File: src/rtl/dma_priority_arbiter.sv
// DMA DREQ priority resolver and HRQ/HLDA hold-request sequencer.
// Selects a channel using fixed or rotating priority, then grants it one-hot once the CPU acknowledges the hold.
module dma_priority_arbiter #(
    parameter int NUM_CH = 4,
    parameter int IDX_W  = $clog2(NUM_CH)
) (
    input  logic              CLK,
    input  logic              RESET,
    input  logic [NUM_CH-1:0] dreq_i,
    input  logic              dreq_pol,
    input  logic              dack_pol,
    input  logic              rot_pri,
    input  logic              ctrl_disable,
    input  logic [NUM_CH-1:0] mask,
    input  logic [NUM_CH-1:0] sw_req,
    input  logic              hlda,
    input  logic              eop,
    output logic              hrq,
    output logic              validDACK,
    output logic [NUM_CH-1:0] VALID_DREQ,
    output logic [IDX_W-1:0]  grant_idx,
    output logic [NUM_CH-1:0] dack
);

    typedef enum logic [1:0] {
        IDLE,
        REQ,
        SERVICE
    } state_t;

    state_t            state;
    state_t            state_nxt;
    logic [NUM_CH-1:0] dreq_q;
    logic [NUM_CH-1:0] eligible;
    logic [NUM_CH-1:0] valid_dreq_nxt;
    logic [IDX_W-1:0]  prio_base;
    logic [IDX_W-1:0]  prio_base_nxt;
    logic [IDX_W-1:0]  search_base;
    logic [IDX_W-1:0]  winner;
    logic [IDX_W-1:0]  grant_idx_nxt;
    logic [IDX_W-1:0]  rotate_base;
    logic              hrq_nxt;
    logic              valid_dack_nxt;

    // Software requests bypass the mask; the disable bit gates every source.
    assign eligible    = ctrl_disable ? '0 : ((dreq_q & ~mask) | sw_req);
    assign search_base = rot_pri ? prio_base : '0;
    assign rotate_base = (grant_idx == IDX_W'(NUM_CH - 1)) ? '0 : grant_idx + IDX_W'(1);
    assign dack        = dack_pol ? VALID_DREQ : ~VALID_DREQ;

    // Walk from the farthest offset down to the base so the closest requester wins.
    always_comb begin
        int idx;
        idx    = 0;
        winner = '0;
        for (int i = NUM_CH - 1; i >= 0; i--) begin
            idx = int'(search_base) + i;
            if (idx >= NUM_CH) begin
                idx = idx - NUM_CH;
            end
            if (eligible[idx[IDX_W-1:0]]) begin
                winner = idx[IDX_W-1:0];
            end
        end
    end

    always_comb begin
        state_nxt      = state;
        hrq_nxt        = hrq;
        valid_dack_nxt = validDACK;
        valid_dreq_nxt = VALID_DREQ;
        grant_idx_nxt  = grant_idx;
        prio_base_nxt  = rot_pri ? prio_base : '0;
        case (state)
            IDLE: begin
                if (|eligible) begin
                    grant_idx_nxt = winner;
                    hrq_nxt       = 1'b1;
                    state_nxt     = REQ;
                end
            end
            REQ: begin
                if (hlda) begin
                    valid_dreq_nxt = NUM_CH'(1) << grant_idx;
                    valid_dack_nxt = 1'b1;
                    state_nxt      = SERVICE;
                end else if (!eligible[grant_idx]) begin
                    hrq_nxt   = 1'b0;
                    state_nxt = IDLE;
                end
            end
            SERVICE: begin
                // An hlda drop coinciding with eop still counts as a completed service.
                if (eop || !hlda) begin
                    hrq_nxt        = 1'b0;
                    valid_dack_nxt = 1'b0;
                    valid_dreq_nxt = '0;
                    state_nxt      = IDLE;
                    if (eop && rot_pri) begin
                        prio_base_nxt = rotate_base;
                    end
                end
            end
            default: begin
                state_nxt = IDLE;
            end
        endcase
    end

    always_ff @(posedge CLK or negedge RESET) begin
        if (!RESET) begin
            state      <= IDLE;
            hrq        <= 1'b0;
            validDACK  <= 1'b0;
            VALID_DREQ <= '0;
            grant_idx  <= '0;
            prio_base  <= '0;
            dreq_q     <= '0;
        end else begin
            state      <= state_nxt;
            hrq        <= hrq_nxt;
            validDACK  <= valid_dack_nxt;
            VALID_DREQ <= valid_dreq_nxt;
            grant_idx  <= grant_idx_nxt;
            prio_base  <= prio_base_nxt;
            dreq_q     <= dreq_i ^ {NUM_CH{dreq_pol}};
        end
    end

endmodule
File: config.mk
export PLATFORM = sky130hd
export DESIGN_NAME = dma_priority_arbiter
export DESIGN_NICKNAME = d
export VERILOG_FILES = /design/src/rtl/dma_priority_arbiter.sv
export SDC_FILE = /design/constraint.sdc
export NUM_CORES = 1
export LEC_CHECK = 0
export ABC_AREA = 0
export ABC_CLOCK_PERIOD_IN_PS = 1500
export BUFFER_PORTS_ARGS = -buffer_cell sky130_fd_sc_hd__buf_2
export CORE_UTILIZATION = 46
export CTS_CLUSTER_DIAMETER = 40
export DETAILED_ROUTE_END_ITERATION = 10
export PLACE_DENSITY = 0.81
export SLEW_MARGIN = 20
export SYNTH_ARGS = -nofsm -noshare
export SYNTH_HDL_FRONTEND = slang
export SYNTH_SLANG_ARGS = --single-unit
File: constraint.sdc
create_clock -name CLK -period 1.5 [get_ports CLK]
set_input_delay 0.3 -clock CLK [delete_from_list [all_inputs] [get_ports CLK]]
set_output_delay 0.3 -clock CLK [all_outputs]
set_load 0.02 [all_outputs]
## Word-level counts from Yosys, hierarchy flattened

Cells that the tools add are included.

- Logic and storage cells: 90
- Output and inout bits: 12
- Register bits after elaboration: 16
- Input port bits: 20

- Shifts and indexed selects: 1
- Eq/ne operators: 9
- Bitwise operators: 5
- Order comparisons: 9
- Reductions and logical operators: 11
- Multiplexer cells: 40
- $add $sub $neg: 8

Operators by type and width:

| operator | count |
|---|---|
| $mux 2 | 17 |
| $mux 4 | 4 |
| $lt 2x3->1 const B | 5 |
| $bmux 1 s2 | 5 |
| $mux 1 | 10 |
| $ne 2x2->1 const B | 5 |
| $ge 3x3->1 const B | 3 |
| $not 4->4 | 2 |
| $pmux 4 s2 | 1 |
| $sub 2x1->2 const B | 4 |
| $add 2x2->3 const B | 2 |
| $pmux 2 s3 | 1 |
| $reduce_and 3->1 | 2 |
| $reduce_and 5->1 | 1 |
| $and 4x4->4 | 1 |
| $eq 2x2->1 const B | 2 |
| $or 4x4->4 | 1 |
| $reduce_or 4->1 | 1 |
| $shl 1x2->4 const A | 1 |
| $xor 4x4->4 | 1 |
| $add 2x1->3 const B | 1 |
| $ge 2x3->1 const B | 1 |
| $ne 3x3->1 const B | 1 |
| $pmux 1 s3 | 1 |
| other kinds (10) | 10 |

## Longest topological paths before layout

Gate-level depths: netlist of run 1.

- Word-level depth: 10
- Gate-level depth with buffers: 7
- Gate-level depth less buffers: 6

## Least setup slack after synthesis of run 1

Ideal clock, no wire load.

- Path type: register to register
- From: reg grant_idx[1]
- To: reg state[0]
- Arrival time: 1.501 ns
- Buffers on the path: 0
- Stages on the path, launching flop included: 6
- Required time: 1.373 ns
- Clock period less this slack: 1.629 ns
- Slack: -0.129 ns
- Setup time: 0.127 ns
- Cell sequence: dfrtp_1 nor3_1 a2111oi_2 o31ai_1 nand2_1 mux2_1

- Longest elaborated chain between the ends: 4

RTL lines:

| what | line | text |
|---|---|---|
| from (decl) | 21 | `output logic [IDX_W-1:0] grant_idx,` |
| from (signal assigned) | 124 | `grant_idx <= grant_idx_nxt;` |
| $bmux 1 s2 | 87 | `end else if (!eligible[grant_idx]) begin` |
| $mux 1 (not written as such) | 87 |  |
| $ne 3x3->1 (no source line) | n/a |  |
| $reduce_and 3->1 (no source line) | n/a |  |
| to (signal assigned) | 120 | `state <= state_nxt;` |
| to (decl) | 31 | `state_t state;` |

No other way between the ends. The select of a mux whose other input is x is not followed.
A chain may end at the register's enable or synchronous reset.

## Worst setup path in the final report of run 1

- From: reg dreq_q[3]
- To: reg state[0]

- Longest elaborated chain between the ends: 7
- Elaborated cells between the ends (all ways): 9
- Those cells by class: eq/ne: 2; mux: 3; bitwise: 2; reduce/logical: 2

RTL lines:

| what | line | text |
|---|---|---|
| from (decl) | 33 | `logic [NUM_CH-1:0] dreq_q;` |
| from (signal assigned) | 126 | `dreq_q <= dreq_i ^ {NUM_CH{dreq_pol}};` |
| $and 4x4->4 * | 46 | `assign eligible = ctrl_disable ? '0 : ((dreq_q & ~mask) \| sw_req);` |
| $or 4x4->4 * | 46 |  |
| $mux 4 * | 46 |  |
| $bmux 1 s2 | 87 |  |
| $mux 1 (not written as such) | 87 |  |
| $ne 3x3->1 (no source line) | n/a |  |
| $reduce_and 3->1 (no source line) * | n/a |  |

Mark *: on every way between the ends. The rest lies on a longest branch, timed or not. The select of a mux whose other input is x is not followed.

==> results_dict.tcl, run 1 <==
set metrics [dict create \
    setup_viol 3 \
    grt_antenna_before_repair 0 \
    cts_tree "built" \
    reg2reg_to "state[0]" \
    cts.clk_slew.worst_paths_ps 90 \
    syn_area_um2 1170 \
    synth.top_cells.by_count "16 x dfrtp_1, 12 x nand2_1, 10 x inv_1, 8 x ha_1" \
    syn_to_final_growth_pct 35.8 \
    gr-total-overflow 0 \
    synthArstFlopShare_pct 100 \
    reg2reg_from "dreq_q[3]" \
    critPathLaunch "dreq_q[3]" \
    h-tree-depth 1 \
    synth-edff-count 0 \
    skew_ps 1.98 \
    max-cap-violations 0 \
    min_period_ps 1620 \
    synth_seq_area_share_pct 34.3 \
    synth_ff_type "dfrtp_1" \
    crit_type "flip-flop to flip-flop" \
    synth_nets 151 \
    reg2regPathDepth 5 \
    dp_slack_ps -143 \
    worst_setup_path_end_kind "flip-flop" \
    clk_latency_ps 290 \
    setup_ws_ps -117 \
    hp-start "dreq_i[1]" \
    yosys-top-cells-area "dfrtp_1 34%, ha_1 8.6%, nand2_1 3.9%, nor2b_1 3.8%, inv_1 3.2%" \
    start_util_pct 50.8 \
    top_layer "met4" \
    fill_cells 172 \
    grt_start_max_net_pins 17 \
    holdPathEnd "dreq_q[1]" \
    synth_top_cell_by_area "dfrtp_1" \
    cts-root-buf "clkbuf_4" \
    synth_top_area_share_pct 34.3 \
    wl_met3_um 202 \
    drc 0 \
    ant_nets 0 \
    routed-wl-met2_um 1450 \
    holdCritPathClass "primary input to flip-flop" \
    start_kind "flip-flop" \
    ir_worst_vdd_v 0.00107 \
    rsz0062_at_grt "true" \
    status "complete, but fails checks" \
    num_rows 17 \
    routed_wl_um 2930 \
    p_per_area_nw_per_um2 1440 \
    num_io_pins 32 \
    drtIter0Drc 30 \
    dr.pass1.iters 5 \
    die_area_um2 2740 \
    num_vias 1142 \
    yosysMostFrequentCell "dfrtp_1" \
    hold_viol_final 0 \
    cts_buffer_depth 2 \
    hold_slack_ps 171 \
    routedWlPerCell_um 14.9 \
    gp_congestion 0.865 \
    die_y_um 52.4 \
    portBuffers 31 \
    numCtsBuffers 3 \
    core_area_um2 2300 \
    ff2ff_setup_slack_ps -120 \
    worstPathArrival_ps 1800 \
    violations "negative setup slack" \
    n_antenna_cell 0 \
    ys_types 41 \
    yosysWarnings 0 \
    final_util_pct 69.0 \
    fp.dieW_um 52.4 \
    drive_gt1_share_pct 43.5 \
    syn_area_per_cell_um2 9.48 \
    slew_viol_final 0 \
    cts_sinks 16 \
    grt_first_pass_wirelength_um 4560 \
    relSlewSlack_pct 75.2 \
    crit_fanout 6 \
    wl_met1_um 1190 \
    finalPower_mw 2.27 \
    grt_use_total_pct 22.7 \
    hold_depth 2 \
    synth-seq-cells 16 \
    grt_pass1_vias 1079 \
    fin_crit_sh_pct 108 \
    p_leak_nw 0.736 \
    dpl.hpwl_um 2120 \
    syn_inst 123 \
    tightest_slew_ps 371 \
    fmax_ghz 0.618 \
    finalNetCount 198 \
    cp.required_ps 1680 \
    routed_via_density 5.83 \
]
worst max path at each step:
stage,cells after the start,end,slack (ps)
floorplan,5,state[0],10
global placement,7,state[0],-80
finish,5,state[0],-120
CTS,5,state[0],-50
detailed placement,7,state[0],-140
global route,5,state[0],-180
timing repair:
item,4_1_cts,5_1_grt
pin swaps,6,7
resized for setup,3,13
setup endpoints to repair,4,6
hold endpoints to repair,16,0
gates cloned,0,0
hold buffers,1,0
buffers inserted,1,1
final cells by class:
type	count	area (µm²)	share of cell area, %
multi-input cells	93	800	50.5
inverters	10	37.5	2.37
clock buffers	3	22.5	1.42
repair buffers	46	287	18.1
flip-flops and latches	16	403	25.4
well taps	28	35.0	2.21
cells by family after synthesis:
kind of cell	after synthesis	share of synthesized area [%]
AO/OA/AOI/OAI	39	27.1
XOR/XNOR	8	6.01
adder cells (fa/ha/maj)	8	8.58
buffers and inverters	14	4.72
flip-flops	16	34.3
multiplexers	4	3.65
AND/OR/NAND/NOR	34	15.6
where the power goes:
part           internal [mW]  switching (mW)  leakage [nW]
logic                  0.622           0.711         0.526
registers              0.560           0.148         0.197
clock network         0.0936           0.140        0.0138
total                   1.28           0.999         0.736
registers in the layout, summed over array words and instances (netlist names):
name / cells
VALID_DREQ: 4
dreq_q: 4
grant_idx: 2
prio_base: 2
state: 2
hrq: 1
validDACK: 1
cell usage in the layout, fill, tap and decap left out, types with 6 or more instances in the layout:
master    n
o21ai_0   6
buf_2    31
nand2_1  12
a21oi_1   7
dfrtp_1  14
nor2b_1   6
inv_1    10
ha_1      7
buf_4    12
stage by stage:
stage	TNS (ps)	cell area, µm²	instances
after detailed placement	-362	1440	190
after global placement	-144	1440	190
after global routing	-527	1580	196
after CTS	-102	1500	195
final	-246	1580	196
after floorplan	0	1170	123
worst max-delay path: stages (launching register included):
cell and delay [ps]:
dfrtp_1 410, a21oi_4 260, a2111oi_4 120, o31ai_1 280
nand2_1 120, mux2_4 310
layer usage:
metal	vias up	track usage, %
met4	0	5.26
li1	527	-
met5	-	0
met2	62	44.1
met3	18	5.22
met1	535	24.1
Note: power is estimated with default switching activity, not from simulation.
==> run 2: changes to the inputs <==
--- a/config.mk
+++ b/config.mk
@@ -6,12 +6,14 @@
 export NUM_CORES = 1
 export LEC_CHECK = 0
 export ABC_AREA = 0
-export ABC_CLOCK_PERIOD_IN_PS = 1500
+export ABC_CLOCK_PERIOD_IN_PS = 1400
 export BUFFER_PORTS_ARGS = -buffer_cell sky130_fd_sc_hd__buf_2
-export CORE_UTILIZATION = 46
+export CELL_PAD_IN_SITES_DETAIL_PLACEMENT = 0
+export CELL_PAD_IN_SITES_GLOBAL_PLACEMENT = 1
+export CORE_UTILIZATION = 35
 export CTS_CLUSTER_DIAMETER = 40
 export DETAILED_ROUTE_END_ITERATION = 10
-export PLACE_DENSITY = 0.81
+export PLACE_DENSITY = 0.82
 export SLEW_MARGIN = 20
 export SYNTH_ARGS = -nofsm -noshare
 export SYNTH_HDL_FRONTEND = slang
==> constraint.sdc (replaced) <==
create_clock -name CLK -period 1.4 [get_ports CLK]
set_input_delay 0.28 -clock CLK [delete_from_list [all_inputs] [get_ports CLK]]
set_output_delay 0.28 -clock CLK [all_outputs]
set_load 0.02 [all_outputs]
==> run 2 against run 1 <==
  * The flow still finishes with violations (negative setup slack)
  * Via count fell by 0.96%
  * Utilization decreased by 15 points
  * Total power grew 10%
  * Combinational power up 9%
  * Final cell count increased by 13%
  * Sequential share of layout area down 1.2 points
  * Clock skew up 11 ps
  * Count of clock-buffer cells in the layout grew 1
  * Design area grew 4.8%
  * Clock power up 34%
  * Highest routed layer unchanged
==> results_dict.tcl, run 2 (synthesized netlist as in run 1, its figures left out) <==
set metrics [dict create \
    rsz0062_at_grt "true" \
    dpl.hpwl_um 2220 \
    max-cap-violations 0 \
    cts.clk_slew.worst_paths_ps 110 \
    routed_via_density 5.09 \
    final_common_cell "buf_2" \
    cts_tree "built" \
    crit_fanout 7 \
    num_vias 1131 \
    portBuffers 31 \
    reg2reg_from "dreq_q[3]" \
    path_cells "a21oi_4 > a2111oi_4 > o31ai_1 > nand2_1 > mux2_1" \
    cpPeakStageDelay_ps 410 \
    hold_viol_final 0 \
    critPathSlowestCell "dfrtp_1" \
    hp-start "dreq_i[1]" \
    h-tree-depth 1 \
    gp_congestion 0.892 \
    die_y_um 59.7 \
    grt_first_pass_wirelength_um 4570 \
    cp.required_ps 1590 \
    path_delay_family "compound AO/OA/AOI/OAI gates" \
    start_util_pct 37.6 \
    num_io_pins 32 \
    n_antenna_cell 0 \
    drc 0 \
    worst_setup_path_end_kind "flip-flop" \
    grt_pass1_vias 1063 \
    worstPathArrival_ps 1730 \
    fin_cells 222 \
    path_buf_inv 0 \
    p_per_area_nw_per_um2 1510 \
    critPathLaunch "dreq_q[3]" \
    ant_nets 0 \
    fmax_ghz 0.647 \
    skew_ps 12.7 \
    tns_ps -535 \
    tightest_slew_ps 380 \
    numCtsBuffers 3 \
    clk_latency_ps 290 \
    gr-total-overflow 0 \
    cts_buffer_depth 2 \
    fin_crit_sh_pct 110 \
    syn_to_final_growth_pct 42.4 \
    hold_depth 2 \
    start_kind "flip-flop" \
    fill_cells 305 \
    dp_cells 213 \
    dp_slack_ps -246 \
    relSlewSlack_pct 74.7 \
    status "complete, but fails checks" \
    ir_worst_vdd_v 0.000738 \
    setup_viol 5 \
    slew_viol_final 0 \
    violations "negative setup slack" \
    p_leak_nw 0.785 \
    core_area_um2 3100 \
    setup_ws_ps -144 \
    reg2regPathDepth 5 \
    finalNetCount 207 \
    drtIter0Drc 32 \
    routedWlPerCell_um 12.7 \
    top_regs "VALID_DREQ (4), dreq_q (4)" \
    final_cell_mix "31 x buf_2, 22 x buf_4, 14 x dfrtp_1" \
    grt_use_total_pct 17.2 \
    drive_gt1_share_pct 47.8 \
    die_area_um2 3570 \
    min_period_ps 1540 \
    fp.dieW_um 59.7 \
    grt_antenna_before_repair 0 \
    cts-root-buf "clkbuf_4" \
    holdCritPathClass "primary input to flip-flop" \
    routed_wl_um 2810 \
    cts_sinks 16 \
    crit_type "flip-flop to flip-flop" \
    grt_start_max_net_pins 17 \
    num_rows 20 \
    dr.pass1.iters 5 \
    crit_cells 5 \
    hold_slack_ps 164 \
]
run 2: cell types whose count changed in the layout (fill, tap and decap cells not counted), sizes merged:
cell / change
buf: +9
clkbuf: +1
run 2: layout make-up:
cell class              count  area (µm²)  area share (%)
flip-flops and latches     16         403            24.3
multi-input cells          93         787            47.4
inverters                  10        37.5            2.26
clock buffers               4        36.3            2.19
well taps                  44        55.1            3.32
repair buffers             55         342            20.6
run 2: final timing paths:
kind	end	slack, ps
setup / recovery	state[0]	-140
hold / removal	dreq_q[1]	160
setup reg to reg	state[0]	-140
hold reg to reg	hrq	540
max in group asynchronous	grant_idx[1]	670
min in group asynchronous	VALID_DREQ[0]	420
run 2: metal layers:
| metal | global-route usage (%) | wire [µm] | vias to the layer above | share of wire [%] |
|---|---|---|---|---|
| met1 | 19.8 | 1150 | 542 | 41 |
| met4 | 4.65 | 27 | 0 | 0.96 |
| met2 | 30.6 | 1450 | 39 | 51 |
| met3 | 5.41 | 185 | 4 | 6.6 |
| met5 | 0 | 0 | - | 0 |
| li1 | - | - | 546 | - |
run 2: worst register-to-register path, cell delays in order, from the launching register on:
cell and delay [ps]:
dfrtp_1 410, a21oi_4 260, a2111oi_4 120, o31ai_1 260
nand2_1 90, mux2_1 310
run 2: report_power, final:
group / leakage, nW / switching (mW) / internal [mW]
combinational: 0.567 / 0.747 / 0.707
sequential: 0.197 / 0.138 / 0.600
clock: 0.0210 / 0.155 / 0.159
run 2: what timing repair did:
| item | 4_1_cts | 5_1_grt |
|---|---|---|
| hold buffers | 1 | 0 |
| hold endpoints to repair | 16 | 0 |
| pin swaps | 4 | 0 |
| setup buffers | 2 | 2 |
| resized for setup | 10 | 3 |
| endpoints found under the setup margin | 5 | 10 |
run 2: metrics by stage:
stage	util, %	cell area [µm²]	power [mW]
floorplan	-	1180	1.52
global placement	48.7	1510	2.01
detailed placement	48.7	1510	2.06
CTS	52.5	1630	2.45
global route	53.5	1660	2.70
finish	53.5	1660	2.51
